<file path="config.mk">
export PLATFORM = sky130hd
export DESIGN_NAME = hazard_ctrl_flat
export DESIGN_NICKNAME = d
export VERILOG_FILES = /design/src/rtl/hazard_pkg.sv /design/src/rtl/hazard_ctrl_if.sv /design/src/rtl/hazard_fwd_match.sv /design/src/rtl/hazard_ctrl.sv /design/src/flat_wrapper.sv
export SDC_FILE = /design/constraint.sdc
export NUM_CORES = 1
export LEC_CHECK = 0
export ABC_AREA = 1
export ABC_CLOCK_PERIOD_IN_PS = 4250
export CORE_MARGIN = 5
export CORE_UTILIZATION = 45
export DETAILED_ROUTE_END_ITERATION = 6
export PLACE_DENSITY_LB_ADDON = 0.25
export SYNTH_ARGS = -nofsm -noshare
export SYNTH_HDL_FRONTEND = slang
export SYNTH_SLANG_ARGS = --single-unit
</file>
<file path="constraint.sdc">
create_clock -name clk -period 4.25 [get_ports clk]
set_input_delay 0.85 -clock clk [delete_from_list [all_inputs] [get_ports clk]]
set_output_delay 0.85 -clock clk [all_outputs]
set_load 0.005 [all_outputs]
</file>
<file path="src/rtl/hazard_pkg.sv">
// Shared constants and types for the MINI-RISC hazard controller.
// Opcode values mirror the legacy parameters.v definitions.
package hazard_pkg;

    localparam logic [1:0] FWD_RF = 2'b00;
    localparam logic [1:0] FWD_E  = 2'b01;
    localparam logic [1:0] FWD_W  = 2'b10;

    typedef enum logic [1:0] {
        IDLE   = 2'd0,
        LSTALL = 2'd1,
        BFLUSH = 2'd2
    } hz_state_t;

    localparam logic [3:0] LBH  = 4'hA;
    localparam logic [3:0] LBL  = 4'hB;
    localparam logic [3:0] SETF = 4'hC;
    localparam logic [3:0] CPLF = 4'hD;

endpackage

</file>
<file path="src/rtl/hazard_ctrl_if.sv">
// Pipeline-side signal bundle of the hazard controller.
// slave: the controller itself; master: the control unit / datapath side.
interface hazard_ctrl_if #(
    parameter int RA_W    = 3,
    parameter int NUM_SRC = 2,
    parameter int CNT_W   = 16
);
    logic [NUM_SRC*RA_W-1:0] src_D;
    logic [NUM_SRC-1:0]      src_valid_D;
    logic                    branch_D;
    logic [RA_W-1:0]         rd_E;
    logic [RA_W-1:0]         rd_W;
    logic                    reg_write_E;
    logic                    reg_write_W;
    logic                    mem_read_E;
    logic                    flag_write_E;
    logic                    branch_taken_E;
    logic                    cnt_clr;
    logic                    stall_F;
    logic                    stall_D;
    logic                    flush_F;
    logic                    flush_D;
    logic [2*NUM_SRC-1:0]    fwd_sel;
    logic [CNT_W-1:0]        stall_cnt;
    logic [CNT_W-1:0]        flush_cnt;

    modport slave (
        input  src_D, src_valid_D, branch_D, rd_E, rd_W, reg_write_E, reg_write_W,
               mem_read_E, flag_write_E, branch_taken_E, cnt_clr,
        output stall_F, stall_D, flush_F, flush_D, fwd_sel, stall_cnt, flush_cnt
    );

    modport master (
        output src_D, src_valid_D, branch_D, rd_E, rd_W, reg_write_E, reg_write_W,
               mem_read_E, flag_write_E, branch_taken_E, cnt_clr,
        input  stall_F, stall_D, flush_F, flush_D, fwd_sel, stall_cnt, flush_cnt
    );

endinterface

</file>
<file path="src/rtl/hazard_fwd_match.sv">
// Single-operand forwarding comparator: picks E, W or the register file.
// A load in E has no data yet, so it never forwards from E.
module hazard_fwd_match
    import hazard_pkg::*;
#(
    parameter int RA_W = 3
) (
    input  logic [RA_W-1:0] src,
    input  logic            src_valid,
    input  logic [RA_W-1:0] rd_E,
    input  logic            reg_write_E,
    input  logic            mem_read_E,
    input  logic [RA_W-1:0] rd_W,
    input  logic            reg_write_W,
    output logic [1:0]      sel
);

    always_comb begin
        sel = FWD_RF;
        if (src_valid && reg_write_E && !mem_read_E && (rd_E == src)) begin
            sel = FWD_E;
        end else if (src_valid && reg_write_W && (rd_W == src)) begin
            sel = FWD_W;
        end
    end

endmodule

</file>
<file path="src/rtl/hazard_ctrl.sv">
// Hazard controller: operand forwarding, load-use / flag-use stalls,
// branch flush windows and saturating stall/flush event counters.
module hazard_ctrl
    import hazard_pkg::*;
#(
    parameter int RA_W           = 3,
    parameter int NUM_SRC        = 2,
    parameter int LOAD_LAT       = 1,
    parameter int BRANCH_PENALTY = 2,
    parameter int CNT_W          = 16
) (
    input logic         clk,
    input logic         rst_n,
    hazard_ctrl_if.slave hz
);

    localparam logic [2:0] LOAD_WIN = 3'(LOAD_LAT - 1);
    localparam logic [2:0] BR_WIN   = 3'(BRANCH_PENALTY - 1);

    hz_state_t  state, state_nxt;
    logic [2:0] cnt, cnt_nxt;
    logic       load_use, flag_haz;
    logic       stall, flush_F, flush_D;

    for (genvar i = 0; i < NUM_SRC; i++) begin : g_fwd
        hazard_fwd_match #(.RA_W(RA_W)) u_match (
            .src         (hz.src_D[i*RA_W +: RA_W]),
            .src_valid   (hz.src_valid_D[i]),
            .rd_E        (hz.rd_E),
            .reg_write_E (hz.reg_write_E),
            .mem_read_E  (hz.mem_read_E),
            .rd_W        (hz.rd_W),
            .reg_write_W (hz.reg_write_W),
            .sel         (hz.fwd_sel[2*i +: 2])
        );
    end

    always_comb begin
        load_use = 1'b0;
        for (int unsigned i = 0; i < NUM_SRC; i++) begin
            if (hz.src_valid_D[i] && (hz.src_D[i*RA_W +: RA_W] == hz.rd_E)) begin
                load_use = hz.mem_read_E && hz.reg_write_E;
            end
        end
        flag_haz = hz.branch_D && hz.flag_write_E;
    end

    // Window counter holds the cycles still to run after the current one.
    always_comb begin
        state_nxt = state;
        cnt_nxt   = cnt;
        stall     = 1'b0;
        flush_F   = 1'b0;
        flush_D   = 1'b0;
        if (hz.branch_taken_E) begin
            flush_F = 1'b1;
            flush_D = 1'b1;
            if (BR_WIN != 3'd0) begin
                state_nxt = BFLUSH;
                cnt_nxt   = BR_WIN;
            end else begin
                state_nxt = IDLE;
                cnt_nxt   = '0;
            end
        end else begin
            case (state)
                IDLE: begin
                    if (load_use) begin
                        stall   = 1'b1;
                        flush_D = 1'b1;
                        if (LOAD_WIN != 3'd0) begin
                            state_nxt = LSTALL;
                            cnt_nxt   = LOAD_WIN;
                        end
                    end else if (flag_haz) begin
                        stall   = 1'b1;
                        flush_D = 1'b1;
                    end
                end
                LSTALL, BFLUSH: begin
                    stall   = (state == LSTALL);
                    flush_F = (state == BFLUSH);
                    flush_D = 1'b1;
                    cnt_nxt = cnt - 3'd1;
                    if (cnt <= 3'd1) begin
                        state_nxt = IDLE;
                        cnt_nxt   = '0;
                    end
                end
                default: begin
                    state_nxt = IDLE;
                    cnt_nxt   = '0;
                end
            endcase
        end
    end

    always_ff @(posedge clk or negedge rst_n) begin
        if (!rst_n) begin
            state        <= IDLE;
            cnt          <= '0;
            hz.stall_cnt <= '0;
            hz.flush_cnt <= '0;
        end else begin
            state <= state_nxt;
            cnt   <= cnt_nxt;
            if (hz.cnt_clr) begin
                hz.stall_cnt <= '0;
                hz.flush_cnt <= '0;
            end else begin
                if (stall && (hz.stall_cnt != '1)) hz.stall_cnt <= hz.stall_cnt + 1'b1;
                if (flush_F && (hz.flush_cnt != '1)) hz.flush_cnt <= hz.flush_cnt + 1'b1;
            end
        end
    end

    assign hz.stall_F = stall;
    assign hz.stall_D = stall;
    assign hz.flush_F = flush_F;
    assign hz.flush_D = flush_D;

endmodule
</file>
<file path="src/flat_wrapper.sv">
// flat-port wrapper written by rule: the top's interface ports become plain ports
module hazard_ctrl_flat import hazard_pkg::*;
#(
    parameter int RA_W           = 3,
    parameter int NUM_SRC        = 2,
    parameter int LOAD_LAT       = 1,
    parameter int BRANCH_PENALTY = 2,
    parameter int CNT_W          = 16
)
  (clk, rst_n, hz_src_D, hz_src_valid_D, hz_branch_D, hz_rd_E, hz_rd_W, hz_reg_write_E, hz_reg_write_W, hz_mem_read_E, hz_flag_write_E, hz_branch_taken_E, hz_cnt_clr, hz_stall_F, hz_stall_D, hz_flush_F, hz_flush_D, hz_fwd_sel, hz_stall_cnt, hz_flush_cnt);
  hazard_ctrl_if #(.RA_W(RA_W), .NUM_SRC(NUM_SRC), .CNT_W(CNT_W)) hz_i ();
  input logic clk;
  input logic rst_n;
  input wire logic [$bits(hz_i.src_D)-1:0] hz_src_D;
  input wire logic [$bits(hz_i.src_valid_D)-1:0] hz_src_valid_D;
  input wire logic [$bits(hz_i.branch_D)-1:0] hz_branch_D;
  input wire logic [$bits(hz_i.rd_E)-1:0] hz_rd_E;
  input wire logic [$bits(hz_i.rd_W)-1:0] hz_rd_W;
  input wire logic [$bits(hz_i.reg_write_E)-1:0] hz_reg_write_E;
  input wire logic [$bits(hz_i.reg_write_W)-1:0] hz_reg_write_W;
  input wire logic [$bits(hz_i.mem_read_E)-1:0] hz_mem_read_E;
  input wire logic [$bits(hz_i.flag_write_E)-1:0] hz_flag_write_E;
  input wire logic [$bits(hz_i.branch_taken_E)-1:0] hz_branch_taken_E;
  input wire logic [$bits(hz_i.cnt_clr)-1:0] hz_cnt_clr;
  output wire logic [$bits(hz_i.stall_F)-1:0] hz_stall_F;
  output wire logic [$bits(hz_i.stall_D)-1:0] hz_stall_D;
  output wire logic [$bits(hz_i.flush_F)-1:0] hz_flush_F;
  output wire logic [$bits(hz_i.flush_D)-1:0] hz_flush_D;
  output wire logic [$bits(hz_i.fwd_sel)-1:0] hz_fwd_sel;
  output wire logic [$bits(hz_i.stall_cnt)-1:0] hz_stall_cnt;
  output wire logic [$bits(hz_i.flush_cnt)-1:0] hz_flush_cnt;
  assign hz_i.src_D = hz_src_D;
  assign hz_i.src_valid_D = hz_src_valid_D;
  assign hz_i.branch_D = hz_branch_D;
  assign hz_i.rd_E = hz_rd_E;
  assign hz_i.rd_W = hz_rd_W;
  assign hz_i.reg_write_E = hz_reg_write_E;
  assign hz_i.reg_write_W = hz_reg_write_W;
  assign hz_i.mem_read_E = hz_mem_read_E;
  assign hz_i.flag_write_E = hz_flag_write_E;
  assign hz_i.branch_taken_E = hz_branch_taken_E;
  assign hz_i.cnt_clr = hz_cnt_clr;
  assign hz_stall_F = hz_i.stall_F;
  assign hz_stall_D = hz_i.stall_D;
  assign hz_flush_F = hz_i.flush_F;
  assign hz_flush_D = hz_i.flush_D;
  assign hz_fwd_sel = hz_i.fwd_sel;
  assign hz_stall_cnt = hz_i.stall_cnt;
  assign hz_flush_cnt = hz_i.flush_cnt;
  hazard_ctrl #(.RA_W(RA_W), .NUM_SRC(NUM_SRC), .LOAD_LAT(LOAD_LAT), .BRANCH_PENALTY(BRANCH_PENALTY), .CNT_W(CNT_W)) u_core (.clk(clk), .rst_n(rst_n), .hz(hz_i));
endmodule
</file>
== After elaboration in Yosys (flattened, before gate mapping) ==
Cells that the tools add are included.
Word-level totals
  flip-flop bits (word level): 37
  bits of input ports: 23
  output and inout bits: 40
  logic and storage cells: 66
Operators by class
  add/subtract/negate cells: 3
  magnitude comparators: 1
  eq/ne operators: 12
  muxes and demuxes: 24
  reduce and logical (&&, ||, !) cells: 22
Operators by type and width (count)
  $mux 16: 4
  $add 16x1->16 const B: 2
  $ne 16x16->1 const B: 2
  $eq 3x3->1: 6
  $logic_and 1x1->1: 16
  $mux 2: 6
  $mux 1: 8
  $mux 3: 2
  $pmux 3 s2: 1
  $pmux 1 s2: 2
  $pmux 2 s2: 1
  $reduce_bool 2->1: 2
  $le 3x1->1 const B: 1
  $ne 3x2->1 const B: 1
  $sub 3x1->3 const B: 1
  $eq 2x1->1 const B: 1
  $eq 2x2->1 const B: 1
  $logic_not 2->1: 1
  $ne 2x2->1 const B: 1
  $reduce_and 2->1: 1
  $reduce_or 2->1: 1
  $logic_not 1->1: 1

== Depth between registers and ports, before layout ==
Gate-level depths: netlist of the first run.
  word-level depth: 10
  depth in mapped cells: 13
  gate-level depth less buffers: 12

== Hierarchy ==
A second synthesis of the first run with hierarchy kept.
Unflattened totals
  cells, all modules: 396
  area, all modules: 2623.8 um2
By module, submodules not included
  hazard_ctrl: times used 1, cells each 336, area an instance 2376.0 um2, sequential area each 900.9 um2
  hazard_fwd_match: times used 2, cells each 30, area an instance 123.9 um2, sequential area each 0.0 um2

== Worst setup path after synthesis of the first run ==
Ideal clock, no wire load.
  path type: input port to output port
  from: input hz_src_D[1]
  to: output hz_stall_F
  arrival: 1.629 ns
  data required time: 3.400 ns
  slack: 1.771 ns
  stages on the path: 11
  buffers on the path: 1
  path through: inv_1 -> nand2_1 -> nand2_1 -> nor2_1 -> nand2_1 -> nand2_1 -> nand2_1 -> nand2_2 -> inv_1 -> nor2_1 -> buf_4
Between the ends
  longest elaborated chain between the ends: 7
Ends and longest elaborated chain
  from (decl): RTL line flat_wrapper.sv:14  | input wire logic [$bits(hz_i.src_D)-1:0] hz_src_D;
  $eq 3x3->1: RTL line hazard_ctrl.sv:41  | if (hz.src_valid_D[i] && (hz.src_D[i*RA_W +: RA_W] == hz.rd_E)) begin
  $logic_and 1x1->1: RTL line hazard_ctrl.sv:41
  $mux 1 (2 in series): RTL line hazard_ctrl.sv:41
  $mux 1: RTL line hazard_ctrl.sv:68  | if (load_use) begin
  $pmux 1 s2: RTL line hazard_ctrl.sv:66  | case (state)
  $mux 1: RTL line hazard_ctrl.sv:55  | if (hz.branch_taken_E) begin
  to (decl): RTL line flat_wrapper.sv:25  | output wire logic [$bits(hz_i.stall_F)-1:0] hz_stall_F;
Every way passes these cells.

== Worst setup path after layout of the first run ==
  from: input hz_src_D[3]
  to: output hz_stall_F
Between the ends
  longest elaborated chain between the ends: 6
Ends and longest elaborated chain (RTL line)
  $eq 3x3->1: hazard_ctrl.sv:41
  $logic_and 1x1->1: hazard_ctrl.sv:41
  $mux 1: hazard_ctrl.sv:41
  $mux 1: hazard_ctrl.sv:68
  $pmux 1 s2: hazard_ctrl.sv:66
  $mux 1: hazard_ctrl.sv:55
Every way passes these cells.

==> impl_metrics.yaml, run 1 <==
grt:
  pin_count_of_the_biggest_net_entering_global_routing: 37
  grt_util_all_layers_pct: 19.12
  first_pass_grt_wire_length_um: 11390
  first_global_vias: 2517
  grt-ovfl-total: 0
  antenna_found_initial: 0
place:
  numPortBuffers: 62
  dpl.cell_count: 493
  post-dp-hpwl_um: 4866
  routabilityCongestion: 0.9611
synth:
  synth.ff_latch_count: 36
  combinational_family_with_the_most_area_after_synthesis: "simple AND/OR/NAND/NOR gates"
  synth_cells: 367
  ys_top_cells_by_area: "sky130_fd_sc_hd__dfrtp_1, sky130_fd_sc_hd__nand2_1, sky130_fd_sc_hd__nor2_1, sky130_fd_sc_hd__nand3_1, sky130_fd_sc_hd__inv_1"
  synthMuxAreaShare_pct: 0
  synth-compound-area-share_pct: 6.614
  asyncSetResetFlopFracSynth_pct: 100.0
  synth_seq_area_share_pct: 35.80
  netlist.area_leader.share_pct: 35.80
  synth_simple_gate_area_share_pct: 39.68
  post_synth_most_frequent_cells: "sky130_fd_sc_hd__nand2_1, sky130_fd_sc_hd__nor2_1, sky130_fd_sc_hd__inv_1"
  synth_most_common_cell: "sky130_fd_sc_hd__nand2_1"
  synth.yosys.warnings: 0
  synth_xor_xnor_area_share_pct: 6.962
  synth_adder_area_share_pct: 1.989
  netlist_area_um2: 2516
  average_footprint_of_a_synthesized_cell_um2: 6.856
  yosysUniqueCellTypes: 31
  syn_nets: 394
  netlist.top_cell.by_area: "sky130_fd_sc_hd__dfrtp_1"
  synth_edf_count: 0
  synth_flop_cell: "sky130_fd_sc_hd__dfrtp_1"
clock_tree:
  cts_num_sinks: 36
  cts_resized: 0
  cts_post_setup_buffers_inserted: 0
  cts_root_buf: "sky130_fd_sc_hd__clkbuf_8"
  cts_buffers: 5
  cts_max_path_buffers: 2
  post_cts_hold_buffer_count: 0
  cts.htree.levels: 2
  cts.clk_slew.worst_paths_ns: 0.07
  clkLatencyLatePin_ns: 0.30
  tritoncts: "built"
finish:
  antenna_cells: 0
  nets: 455
  final-instance-count-excl-fill: 501
  post_route_cells_drive_above_1_share_pct: 5.361
  areaGrowthSynthToFinish_pct: 29.74
timing:
  setup_violations: 0
  post-route-period-util_pct: 82.30
  grt_setup_unrepaired: "false"
  finalWorstPathRequiredPeriod_ns: 3.498
  final-hold-violation-count: 0
  final.setup.tns_ns: 0
  fmaxAchievable_ghz: 0.2859
  fin_skew_ns: 0.008787
  worst_pin_slew_ns: 0.8112
  drv_slew: 0
  relSlewSlack_pct: 45.92
pwr:
  leakagePower_uw: 0.001458
  power.share.sequential_pct: 49.0
  p_sw_share_pct: 29.85
  cellInternalPower_uw: 533.7
  net-switching-power_uw: 227.2
  p_clk_share_pct: 32.5
  share_comb_of_total_power_pct: 18.5
  power_per_cell_area_nw_per_um2: 233.1
  max-vdd-ir-drop_uv: 178.9
critical_path:
  crit_fanout: 3
  critPathRequiredTime_ns: 3.40
  crit_arrival_ns: 2.65
  start_kind: "input port"
  critical_path.endpoint_type: "output port"
  critPathKind: "in -> out"
routing:
  drcViolationCount: 0
  number_of_design_rule_violations_left_by_the_first_detailed_router_iteration: 140
  ant_nets: 0
  vias: 2572
  dr.pass1.iters: 4
  drt-vias-per-instance: 5.134
  detail_route.wirelength_um: 6520
  wire_length_per_cell_after_detailed_routing_um: 13.01
floorplanning:
  design.portCount: 63
  floorplan.rows: 27
  die_w_um: 84.78
  core_area_um2: 5473
  starting_density_of_the_core_pct: 45.98
  die_height_um: 84.78
  die_area_um2: 7187
hold_path:
  timing.hold.worst.class: "reg -> reg"
status:
  run_status: "complete, no violations"
job:
  maxCapViolCount: 0
[metal layers]
layer  GRT usage (%)  wire, um
met1           21.89      2782
met2           35.02      3330
met3           4.122       293
met4           6.331       114
met5               0         0
[sequential cells by signal, summed over array words and instances, names as in the netlist]
register	cells
u_core.state	1
u_core.cnt	3
u_core.hz.stall_cnt	16
u_core.hz.flush_cnt	16
[area by class of cell]
| cell class | count | area, um2 |
|---|---|---|
| clock buffers | 5 | 68.82 |
| clock inverters | 3 | 18.77 |
| fillers | 529 | 2208 |
| inverters | 44 | 165.2 |
| multi-input cells | 277 | 1390 |
| flip-flops and latches | 36 | 900.9 |
| well taps | 72 | 90.09 |
| repair buffers | 64 | 630.6 |
[power groups by stage]
stage               logic, uW  clock network [uW]  registers (uW)
floorplan                72.9                   0             377
CTS                       142                 256             373
global placement          139                   0             379
global route              159                 273             376
finish                    141                 247             373
detailed placement        142                   0             379
[worst paths after layout]
| path | cells after the start | slack [ns] | start | to |
|---|---|---|---|---|
| setup / recovery | 12 | 0.75 | hz_src_D[3] | hz_stall_F |
| min in group asynchronous | 1 | 0.64 | rst_n | u_core.hz.flush_cnt[5] |
| setup reg to reg | 10 | 2.28 | u_core.hz.stall_cnt[0] | u_core.hz.stall_cnt[1] |
| hold / removal | 2 | 0.52 | u_core.state[1] | u_core.state[1] |
| hold reg to reg | 2 | 0.52 | u_core.state[1] | u_core.state[1] |
| max in group asynchronous | 1 | 3.09 | rst_n | u_core.hz.stall_cnt[7] |
[stage by stage]
step	power, uW	setup WS (ns)	area (um2)	utilization, %	hold WS (ns)
after detailed placement	521.2	0.7589	3177	58.05	0.5082
after global routing	807.2	0.5881	3264	59.65	0.5830
after floorplan	450.0	1.771	2516	-	0.4782
final	760.9	0.7523	3264	59.65	0.5238
after CTS	771.6	0.7579	3264	59.65	0.5292
after global placement	518.2	0.7737	3177	58.05	0.5107
[critical path, stage by stage]
cell and delay (ns):
sky130_fd_sc_hd__clkdlybuf4s50_1 0.53, sky130_fd_sc_hd__inv_2 0.05, sky130_fd_sc_hd__nand2_1 0.06, sky130_fd_sc_hd__nand2_1 0.05, sky130_fd_sc_hd__nor2_1 0.10, sky130_fd_sc_hd__nand2_1 0.10
sky130_fd_sc_hd__nand2_1 0.07, sky130_fd_sc_hd__nand2_1 0.06, sky130_fd_sc_hd__nand2_2 0.09, sky130_fd_sc_hd__inv_1 0.06, sky130_fd_sc_hd__nor2_1 0.11, sky130_fd_sc_hd__clkdlybuf4s50_1 0.53
[cell usage in the layout (no fill, tap or decap), types with 3 or more instances in the layout]
cell and n:
sky130_fd_sc_hd__xor2_1 16, sky130_fd_sc_hd__o21ai_1 7, sky130_fd_sc_hd__nor2_1 55, sky130_fd_sc_hd__a21oi_1 5, sky130_fd_sc_hd__xnor2_1 4, sky130_fd_sc_hd__nand4_1 5, sky130_fd_sc_hd__inv_1 42, sky130_fd_sc_hd__o21ai_0 5
sky130_fd_sc_hd__dfrtp_1 36, sky130_fd_sc_hd__clkdlybuf4s50_1 61, sky130_fd_sc_hd__nand2_1 103, sky130_fd_sc_hd__ha_1 4, sky130_fd_sc_hd__clkbuf_8 5, sky130_fd_sc_hd__o22ai_1 4, sky130_fd_sc_hd__nor3_1 14, sky130_fd_sc_hd__o211ai_1 3
sky130_fd_sc_hd__nand2_2 4, sky130_fd_sc_hd__nand3_1 36
[cells by family after synthesis]
family / after synthesis
AND/OR/NAND/NOR: 225
AO/OA/AOI/OAI: 28
flip-flops: 36
XOR/XNOR: 20
buffers and inverters: 54
adder cells (fa/ha/maj): 4
Note: power is estimated with default switching activity, not from simulation.
==> run 2: changes to the inputs <==
- ABC_CLOCK_PERIOD_IN_PS: 4250 -> 3100
- clock period: 4.25 -> 3.1 ns (I/O delays scaled with it)
==> impl_metrics.yaml, run 2 (synthesized netlist as in run 1, its figures left out) <==
status:
  run_status: "complete, no violations"
critical_path:
  critical-path-top-delay-family: "buffers and inverters"
  crit_fanout: 3
  critical_path.endpoint_type: "output port"
  crit_chain: "clkdlybuf4s50_1 -> inv_1 -> nand2_1 -> nand2_1 -> nor2_1 -> nand2_1 -> nand2_1 -> nand2_1 -> nand2_2 -> inv_1 -> nand2_1 -> clkdlybuf4s50_1"
  start_kind: "input port"
  slowest_stage: "sky130_fd_sc_hd__clkdlybuf4s50_1"
  critPathKind: "in -> out"
  timing.critical_path.buf_inv: 4
  timing.critical_path.mode_cell: "sky130_fd_sc_hd__nand2_1"
  crit_arrival_ns: 2.36
  critPathMaxStageDelay_ns: 0.52
  critPathRequiredTime_ns: 2.48
routing:
  drt-vias-per-instance: 5.044
  ant_nets: 0
  dr.pass1.iters: 4
  number_of_design_rule_violations_left_by_the_first_detailed_router_iteration: 151
  wire_length_per_cell_after_detailed_routing_um: 12.60
  detail_route.wirelength_um: 6352
  vias: 2542
  drcViolationCount: 0
timing:
  fmaxAchievable_ghz: 0.3352
  worst_pin_slew_ns: 0.8081
  finalWorstSetupSlack_ns: 0.1163
  finalWorstPathRequiredPeriod_ns: 2.984
  drv_slew: 0
  post-route-period-util_pct: 96.25
  setup_violations: 0
  fin_skew_ns: 0.006362
  final-hold-violation-count: 0
  relSlewSlack_pct: 46.13
finish:
  sequential_cell_area_um2: 900.9
  most-common-layout-cells: "sky130_fd_sc_hd__nand2_1, sky130_fd_sc_hd__clkdlybuf4s50_1, sky130_fd_sc_hd__nor2_1"
  design_area_um2: 3338
  areaGrowthSynthToFinish_pct: 32.67
  post_route_cells_drive_above_1_share_pct: 6.250
  final-instance-count-excl-fill: 504
  most_frequent_standard_cell_in_the_layout_excluding_fill_and_tap_cells: "sky130_fd_sc_hd__nand2_1"
  fill_cells: 508
  largestRegisters: "u_core.hz.flush_cnt x16, u_core.hz.stall_cnt x16, u_core.cnt x3"
  antenna_cells: 0
  nets: 458
  footprint_of_the_multi_input_gates_um2: 1393
grt:
  grt_util_all_layers_pct: 18.30
  grt-ovfl-total: 0
  pin_count_of_the_biggest_net_entering_global_routing: 37
  first_pass_grt_wire_length_um: 10950
  antenna_found_initial: 0
  first_global_vias: 2490
pwr:
  power_per_cell_area_nw_per_um2: 349.2
  design_power_total_uw: 1166
  leakagePower_uw: 0.001542
  max-vdd-ir-drop_uv: 236.0
clock_tree:
  clkLatencyLatePin_ns: 0.29
  cts.clk_slew.worst_paths_ns: 0.08
  cts_max_path_buffers: 2
  cts.htree.levels: 2
  cts_num_sinks: 36
  cts_buffers: 5
  cts_root_buf: "sky130_fd_sc_hd__clkbuf_8"
  tritoncts: "built"
place:
  post-dp-hpwl_um: 4843
  routabilityCongestion: 1.001
  dpl_worst_slack_ns: 0.03082
  dpl.cell_count: 495
  numPortBuffers: 62
  dpl_cell_area_um2: 3192
floorplanning:
  core_area_um2: 5473
  die_height_um: 84.78
  floorplan.rows: 27
  starting_density_of_the_core_pct: 45.98
  design.portCount: 63
  die_w_um: 84.78
  die_area_um2: 7187
hold_path:
  timing.hold.worst.class: "in -> async"
job:
  maxCapViolCount: 0
[run 2: what timing repair did]
action	4_1_cts	5_1_grt
setup buffers	0	1
setup endpoints to repair	0	2
resized for setup	0	5
hold buffers	0	0
[run 2: power by group]
| group | internal (uW) | switching (uW) |
|---|---|---|
| clock network | 284 | 173 |
| logic | 90.4 | 107 |
| registers | 488 | 23.9 |
[run 2: worst paths after layout]
check	cells after the start	slack [ns]	end	from
max	12	0.12	hz_flush_D	hz_rd_E[0]
min	1	0.42	u_core.hz.flush_cnt[15]	rst_n
max reg2reg	10	1.15	u_core.hz.stall_cnt[1]	u_core.hz.stall_cnt[0]
min reg2reg	2	0.53	u_core.state[1]	u_core.state[1]
max in group asynchronous	1	2.17	u_core.hz.stall_cnt[8]	rst_n
min in group clk	2	0.53	u_core.state[1]	u_core.state[1]
[run 2: final cells by class]
cell class / instances / area share [%]
inverter: 44 / 4.948
timing repair buffer: 67 / 19.87
clock inverter: 1 / 0.8996
clock buffer: 7 / 2.886
tap: 72 / 2.699
multi-input combinational: 277 / 41.72
sequential: 36 / 26.99
[run 2: routing by layer]
layer	vias up	share of wire [%]	routed length [um]	track usage [%]
li1	1304	-	-	-
met1	1157	44	2780	22.42
met2	70	50	3165	32.53
met3	11	4.7	297	3.140
met4	0	1.7	110	5.755
met5	-	0	0	0
[run 2: per-stage QoR]
stage	hold slack (ns)	util, %	TNS (ns)
floorplan	0.3244	-	0
global placement	0.5103	58.32	0
detailed placement	0.5148	58.32	0
CTS	0.4561	60.63	0
global route	0.4983	61.00	-0.01014
finish	0.4234	61.00	0
==> run 3: changes to the inputs <==
==> constraint.sdc (replaced) <==
create_clock -name clk -period 3.1 [get_ports clk]
set_input_delay 0.93 -clock clk [delete_from_list [all_inputs] [get_ports clk]]
set_output_delay 0.93 -clock clk [all_outputs]
set_load 0.005 [all_outputs]
==> impl_metrics.yaml, run 3 (synthesized netlist as in run 1, its figures left out) <==
pwr:
  leakagePower_uw: 0.001556
  max-vdd-ir-drop_uv: 224.7
  share_comb_of_total_power_pct: 19.9
  net-switching-power_uw: 310.1
  cellInternalPower_uw: 735.5
  power_per_cell_area_nw_per_um2: 311.1
  p_sw_share_pct: 29.66
  p_clk_share_pct: 31.1
  power.share.sequential_pct: 49.0
clock_tree:
  cts_num_sinks: 36
  cts_max_path_buffers: 2
  cts.clk_slew.worst_paths_ns: 0.07
  cts_buffers: 5
  tritoncts: "built"
  clkLatencyLatePin_ns: 0.29
  post_cts_hold_buffer_count: 0
  cts.htree.levels: 2
  cts_root_buf: "sky130_fd_sc_hd__clkbuf_8"
floorplanning:
  floorplan.rows: 27
  die_height_um: 84.78
  starting_density_of_the_core_pct: 45.98
  die_w_um: 84.78
  die_area_um2: 7187
  core_area_um2: 5473
  design.portCount: 63
finish:
  nets: 470
  post_route_cells_drive_above_1_share_pct: 10.84
  final-instance-count-excl-fill: 515
  largestRegisters: "u_core.hz.flush_cnt x16, u_core.hz.stall_cnt x16, u_core.cnt x3"
  most-common-layout-cells: "sky130_fd_sc_hd__nand2_1, sky130_fd_sc_hd__nor2_1, sky130_fd_sc_hd__inv_1"
  most_frequent_standard_cell_in_the_layout_excluding_fill_and_tap_cells: "sky130_fd_sc_hd__nand2_1"
  antenna_cells: 0
  areaGrowthSynthToFinish_pct: 33.57
  design_area_um2: 3361
timing:
  drv_slew: 0
  post-route-period-util_pct: 100.1
  setup_violations: 1
  finalWorstPathRequiredPeriod_ns: 3.104
  final-hold-violation-count: 0
  fmaxAchievable_ghz: 0.3221
  finalWorstSetupSlack_ns: -0.004331
  relSlewSlack_pct: 44.57
  fin_skew_ns: 0.003734
  worst_pin_slew_ns: 0.8315
status:
  violations: "negative setup slack"
  run_status: "complete, but fails checks"
grt:
  antenna_found_initial: 0
  first_pass_grt_wire_length_um: 11810
  grt-ovfl-total: 0
  first_global_vias: 2517
  pin_count_of_the_biggest_net_entering_global_routing: 37
  grt_util_all_layers_pct: 20.00
place:
  numPortBuffers: 62
  post-dp-hpwl_um: 5140
  dpl_worst_slack_ns: -0.5229
  routabilityCongestion: 0.9681
  dpl.cell_count: 506
  dpl_cell_area_um2: 3274
critical_path:
  crit_arrival_ns: 2.17
  critPathRequiredTime_ns: 2.17
  start_kind: "input port"
  critical_path.endpoint_type: "output port"
  critPathKind: "in -> out"
  crit_fanout: 2
routing:
  vias: 2612
  detail_route.wirelength_um: 6912
  dr.pass1.iters: 4
  wire_length_per_cell_after_detailed_routing_um: 13.42
  drcViolationCount: 0
  drt-vias-per-instance: 5.072
  number_of_design_rule_violations_left_by_the_first_detailed_router_iteration: 216
  ant_nets: 0
hold_path:
  timing.hold.worst.class: "reg -> reg"
job:
  maxCapViolCount: 0
==> run 3: changes by cell type in the layout (fill, tap and decap cells not counted), moves of 3 or more <==
cell,before,now
sky130_fd_sc_hd__clkdlybuf4s50_1,57,40
sky130_fd_sc_hd__dlygate4sd2_1,0,12
sky130_fd_sc_hd__buf_4,5,16
sky130_fd_sc_hd__clkbuf_2,0,3
sky130_fd_sc_hd__dlymetal6s2s_1,4,1
==> run 3: stage by stage <==
| step | utilization [%] | TNS (ns) | power [uW] | hold WS (ns) |
|---|---|---|---|---|
| floorplan | - | 0 | 616.9 | 0.4782 |
| detailed placement | 59.83 | -2.992 | 731.2 | 0.5360 |
| global placement | 59.83 | -2.738 | 726.0 | 0.5117 |
| global route | 61.41 | -0.06052 | 1102 | 0.6079 |
| finish | 61.41 | -0.004331 | 1046 | 0.5461 |
| CTS | 61.23 | 0 | 1050 | 0.5491 |
==> run 3: power groups by stage <==
| stage | sequential, uW | combinational [uW] | clock (uW) |
|---|---|---|---|
| 2_1_floorplan | 517 | 99.9 | 0 |
| 3_3_place_gp | 520 | 206 | 0 |
| 3_5_place_dp | 521 | 210 | 0 |
| 4_1_cts | 512 | 207 | 331 |
| 5_1_grt | 517 | 234 | 351 |
| 6_report | 512 | 208 | 325 |
==> run 3: per-layer routing <==
| layer | global-route usage (%) | share of wire [%] | wire, um |
|---|---|---|---|
| met1 | 25.05 | 43 | 2946 |
| met2 | 35.52 | 52 | 3610 |
| met3 | 3.337 | 3.8 | 265 |
| met4 | 5.180 | 1.3 | 90 |
| met5 | 0 | 0 | 0 |
==> run 3: repair_timing <==
action | 4_1_cts | 5_1_grt
gates resized for setup | 35 | 9
cloned | 0 | 0
setup buffers | 1 | 1
pin swaps | 2 | 5
setup endpoints to repair | 8 | 6
==> run 3: path summary, 6_finish.rpt <==
path                                   startpoint                       to  slack [ns]  cells past startpoint
setup / recovery                   hz_reg_write_W            hz_fwd_sel[1]      -0.004                      6
hold / removal                    u_core.state[1]          u_core.state[1]        0.55                      2
setup reg to reg           u_core.hz.flush_cnt[0]  u_core.hz.flush_cnt[13]        1.12                      8
hold reg to reg                   u_core.state[1]          u_core.state[1]        0.55                      2
max in group asynchronous                   rst_n   u_core.hz.flush_cnt[3]        1.83                      1
min in group asynchronous                   rst_n          u_core.state[1]        0.73                      1
==> run 3: worst max-delay path, cell delays in order <==
cell and delay [ns]:
sky130_fd_sc_hd__clkdlybuf4s50_1 0.48, sky130_fd_sc_hd__o211ai_1 0.11, sky130_fd_sc_hd__nor3_2 0.25, sky130_fd_sc_hd__o221ai_2 0.12
sky130_fd_sc_hd__inv_1 0.07, sky130_fd_sc_hd__clkdlybuf4s15_2 0.20
==> run 3: area by class of cell <==
type / instances / area [um2]
timing repair buffer: 79 / 711.9
multi-input combinational: 277 / 1415
tap: 72 / 90.09
clock inverter: 1 / 5.005
clock buffer: 6 / 72.57
inverter: 44 / 165.2
sequential: 36 / 900.9
fill: 512 / 2112
==> patch 1: new RTL, flow settings as in run 3 <==
`RA_W` is set to 3 in 4 places; all go to 6.
--- a/src/rtl/hazard_ctrl_if.sv
+++ b/src/rtl/hazard_ctrl_if.sv
@@ -1,7 +1,7 @@
 // Pipeline-side signal bundle of the hazard controller.
 // slave: the controller itself; master: the control unit / datapath side.
 interface hazard_ctrl_if #(
-    parameter int RA_W    = 3,
+    parameter int RA_W    = 6,
     parameter int NUM_SRC = 2,
     parameter int CNT_W   = 16
 );
--- a/src/rtl/hazard_fwd_match.sv
+++ b/src/rtl/hazard_fwd_match.sv
@@ -3,7 +3,7 @@
 module hazard_fwd_match
     import hazard_pkg::*;
 #(
-    parameter int RA_W = 3
+    parameter int RA_W = 6
 ) (
     input  logic [RA_W-1:0] src,
     input  logic            src_valid,
--- a/src/rtl/hazard_ctrl.sv
+++ b/src/rtl/hazard_ctrl.sv
@@ -3,7 +3,7 @@
 module hazard_ctrl
     import hazard_pkg::*;
 #(
-    parameter int RA_W           = 3,
+    parameter int RA_W           = 6,
     parameter int NUM_SRC        = 2,
     parameter int LOAD_LAT       = 1,
     parameter int BRANCH_PENALTY = 2,
--- a/src/flat_wrapper.sv
+++ b/src/flat_wrapper.sv
@@ -1,7 +1,7 @@
 // flat-port wrapper written by rule: the top's interface ports become plain ports
 module hazard_ctrl_flat import hazard_pkg::*;
 #(
-    parameter int RA_W           = 3,
+    parameter int RA_W           = 6,
     parameter int NUM_SRC        = 2,
     parameter int LOAD_LAT       = 1,
     parameter int BRANCH_PENALTY = 2,
Ports: changed (resized hz_rd_E, hz_rd_W and hz_src_D); port bits go from 63 to 75. No check against the original RTL was run, so the function may have changed too.
==> patch 1 against run 3 <==
Cell area increased by 10%; wire length up 7.9%; critical path depth rose by 7; synthesized cell count grew 6.8%; die area up 3.9%; register-to-register slack gained 0.08 ns; count of clock-buffer cells in the layout is the same; global-route usage is 0.12 points higher; setup slack gained 0.027 ns; sequential cell count stayed put; area after synthesis increased by 4.5%; fmax grew 0.89%; total power grew 3.7%; sequential power is 2% lower.
==> patch 1: results (changes against run 3) <==
run_status:
  status: "finished clean"
critical_path:
  crit-reg2reg-launch: "u_core.hz.stall_cnt[0]$_DFFE_PN0P_"
  cp.arrival_ns: 2.15  # -0.02 ns
  r2r_end: "u_core.hz.stall_cnt[3]$_DFFE_PN0P_"
  r2r_slack_ns: 1.20  # +0.08 ns
  setup.worst_path.end: "hz_stall_D"
placement:
  pre_cts_ws_ns: -0.5498  # -0.02687 ns
  dpl.cell_count: 546  # +7.9%
  placed_area_mm2: 0.003531  # +7.8%
  io_buffers: 74  # +19%
final_layout:
  multi_input_area_share_pct: 41.77  # -0.34 points
  clock_cell_area_share_pct: 2.602  # +0.29 points
  n_fill_cell: 522  # +2.0%
  nNetsFinal: 530  # +13%
  inverters: 51  # +16%
  layout-drive-gt1-share_pct: 15.45  # +4.6 points
  nonClkBufAreaFrac_pct: 23.69  # +2.5 points
  design.seq.count: 36  # unchanged
sta:
  tightest_slew_ns: 0.4507  # -0.3808 ns
  finalClockSkew_ns: 0.008535  # +0.004801 ns
  whs_ns: 0.5443  # -0.001781 ns
grt:
  grt_pass1_wl_um: 12440  # +5.3%
  use_met2_pct: 32.68  # -2.8 points
  grt_util_met3_pct: 4.183  # +0.85 points
  use_met1_pct: 27.68  # +2.6 points
pwr:
  p_leak_uw: 0.001777  # +14%
  vdd_drop_max_uv: 175.7  # -22%
  power.internal_uw: 770.1  # +4.7%
logic_synthesis:
  yosysUniqueCellTypes: 32  # +3.2%
  synth_seq_area_share_pct: 34.27  # -1.5 points
  synth_area_leaders: "dfrtp_1, nand2_1, nor2_1, nand3_1, inv_1"
  synthCells: 392  # +6.8%
hold_path:
  holdPathEnd: "u_core.cnt[2]$_DFFE_PN0P_"
routing:
  drtIter0Drc: 105  # -51%
  met3WireLength_um: 614  # +130%
  wl_met2_um: 3418  # -5.3%
  avgViaCountPerCell: 5.138  # +1.3%
==> patch 1: cell families after synthesis <==
group	Yosys count	share of synthesized area, %
and+or+nand+nor	235	39.55
adders and majority gates	4	1.904
xor gates and xnor gates	21	6.997
AOI/OAI and AO/OA	36	7.853
DFF	36	34.27
buffers and inverters	60	9.424
==> patch 1: through the flow <==
step	setup TNS (ns)	utilization (%)
final	0	66.02
after global routing	-0.2348	66.02
after CTS	0	65.39
after detailed placement	-3.373	62.96
after global placement	-3.213	62.96
after floorplan	0	-
==> patch 1: worst max-delay path: stages <==
cell and delay (ns):
dlygate4sd2_1 0.24, inv_1 0.07, nand2_1 0.05, nand2_1 0.07, nand2_1 0.06, nor2_1 0.10
nand2_1 0.12, nand2_2 0.10, nand2_2 0.06, nand2_2 0.08, inv_2 0.05, nor2_4 0.10
buf_2 0.12
==> patch 1: timing repair <==
action,in CTS,in global routing
gates resized for setup,56,29
pin swaps,12,14
buffers inserted,7,3
setup endpoints to repair,7,22
==> patch 2: new RTL, config.mk and constraints of run 3 <==
Without the edit above. The 3 states of `hz_state_t` get a one-hot encoding in 3 bits.
--- a/src/rtl/hazard_pkg.sv
+++ b/src/rtl/hazard_pkg.sv
@@ -6,10 +6,10 @@
     localparam logic [1:0] FWD_E  = 2'b01;
     localparam logic [1:0] FWD_W  = 2'b10;
 
-    typedef enum logic [1:0] {
-        IDLE   = 2'd0,
-        LSTALL = 2'd1,
-        BFLUSH = 2'd2
+    typedef enum logic [2:0] {
+        IDLE   = 3'b001,
+        LSTALL = 3'b010,
+        BFLUSH = 3'b100
     } hz_state_t;
 
     localparam logic [3:0] LBH  = 4'hA;
Check against the original RTL: no difference found for any inputs over 10 cycles, from zero or initial values and one cycle with rst_n low; not proved beyond that.
==> patch 2 against run 3 <==
Clock skew is 0.0088 ns higher; area after synthesis is 3.3% higher; register-to-register slack worse by 0.11 ns; highest routed layer unchanged; die area is 2.9% higher; global-route usage is 1.2 points lower; cell area is 2.1% higher; synthesized cell count is 0.27% higher; largest power group unchanged; sequential cell count is 1 higher; total power is 0.93% higher; cell count stayed put; setup slack better by 0.068 ns; wire length is 2.9% lower; via count is 0.31% lower.
==> patch 2: results (changes against run 3) <==
logic_synthesis:
  yosysUniqueCellTypes: 36  # +16%
  synth-xor-area-share_pct: 7.748  # +0.79 points
  synth_compound_area_share_pct: 7.555  # +0.94 points
  synth_fa_ha_area_share_pct: 2.887  # +0.90 points
  synth_seq_area_share_pct: 35.66  # -0.14 points
placement:
  dp_hpwl_um: 4962  # -3.5%
  pre_cts_ws_ns: -0.5095  # +0.01342 ns
  gp_congestion: 0.9334  # -3.6%
final_layout:
  layout-drive-gt1-share_pct: 11.51  # +0.68 points
routing:
  totalWireLength_um: 6710  # -2.9%
  drtIter0Drc: 165  # -24%
  wl_met2_um: 3108  # -14%
  met1Wirelength_um: 3227  # +9.5%
critical_path:
  cp.arrival_ns: 2.11  # -0.06 ns
  critPathMaxStageDelay_ns: 0.51  # +0.03 ns
  r2r_end: "u_core.hz.flush_cnt[15]$_DFFE_PN0P_"
  cp-startpoint: "hz_branch_taken_E"
  r2r_slack_ns: 1.01  # -0.11 ns
grt:
  grt_util_met3_pct: 3.170  # -0.17 points
  use_met2_pct: 30.97  # -4.5 points
  grt_max_degree: 38  # +2.7%
  grt_pass1_vias: 2530  # +0.52%
  use_met1_pct: 25.77  # +0.73 points
sta:
  fin_ws_ns: 0.06344  # +0.06777 ns
  whs_ns: 0.5032  # -0.04294 ns
  finalClockSkew_ns: 0.01250  # +0.008771 ns
pwr:
  vdd_drop_max_uv: 191.8  # -15%
run_status:
  status: "finished clean"
hold_path:
  hp-start: "u_core.state[0]$_DFFE_PN1P_"
  holdPathEnd: "u_core.state[0]$_DFFE_PN1P_"
patch 2: power by group:
| part | switching [µW] | total [µW] | internal, µW |
|---|---|---|---|
| clock network | 176 | 357 | 181 |
| registers | 16.2 | 513 | 497 |
| logic | 102 | 185 | 83.2 |
patch 2: kinds of logic (layout without fill, tap and decap cells):
| logic type | count (synthesis) | in the layout |
|---|---|---|
| AO/OA/AOI/OAI | 30 | 30 |
| AND/OR/NAND/NOR | 219 | 219 |
| buffers and inverters | 53 | 128 |
| adder cells (fa/ha/maj) | 6 | 6 |
| XOR/XNOR | 23 | 23 |
| flip-flops | 37 | 37 |
patch 2: worst reg2reg max path, delay by kind of cell (launching register included):
family	cells	cell delay, ns
simple gates	6	1.25
flops	1	0.44
fa+ha+maj	1	0.23
compound gates	1	0.06
patch 2: final cells by class:
class,instances,area (µm²)
clock buffer,7,86.33
clock inverter,1,7.507
fill,545,2143
inverter,43,161.4
multi-input combinational,278,1468
sequential,37,927.1
tap,72,90.09
timing repair buffer,77,690.7
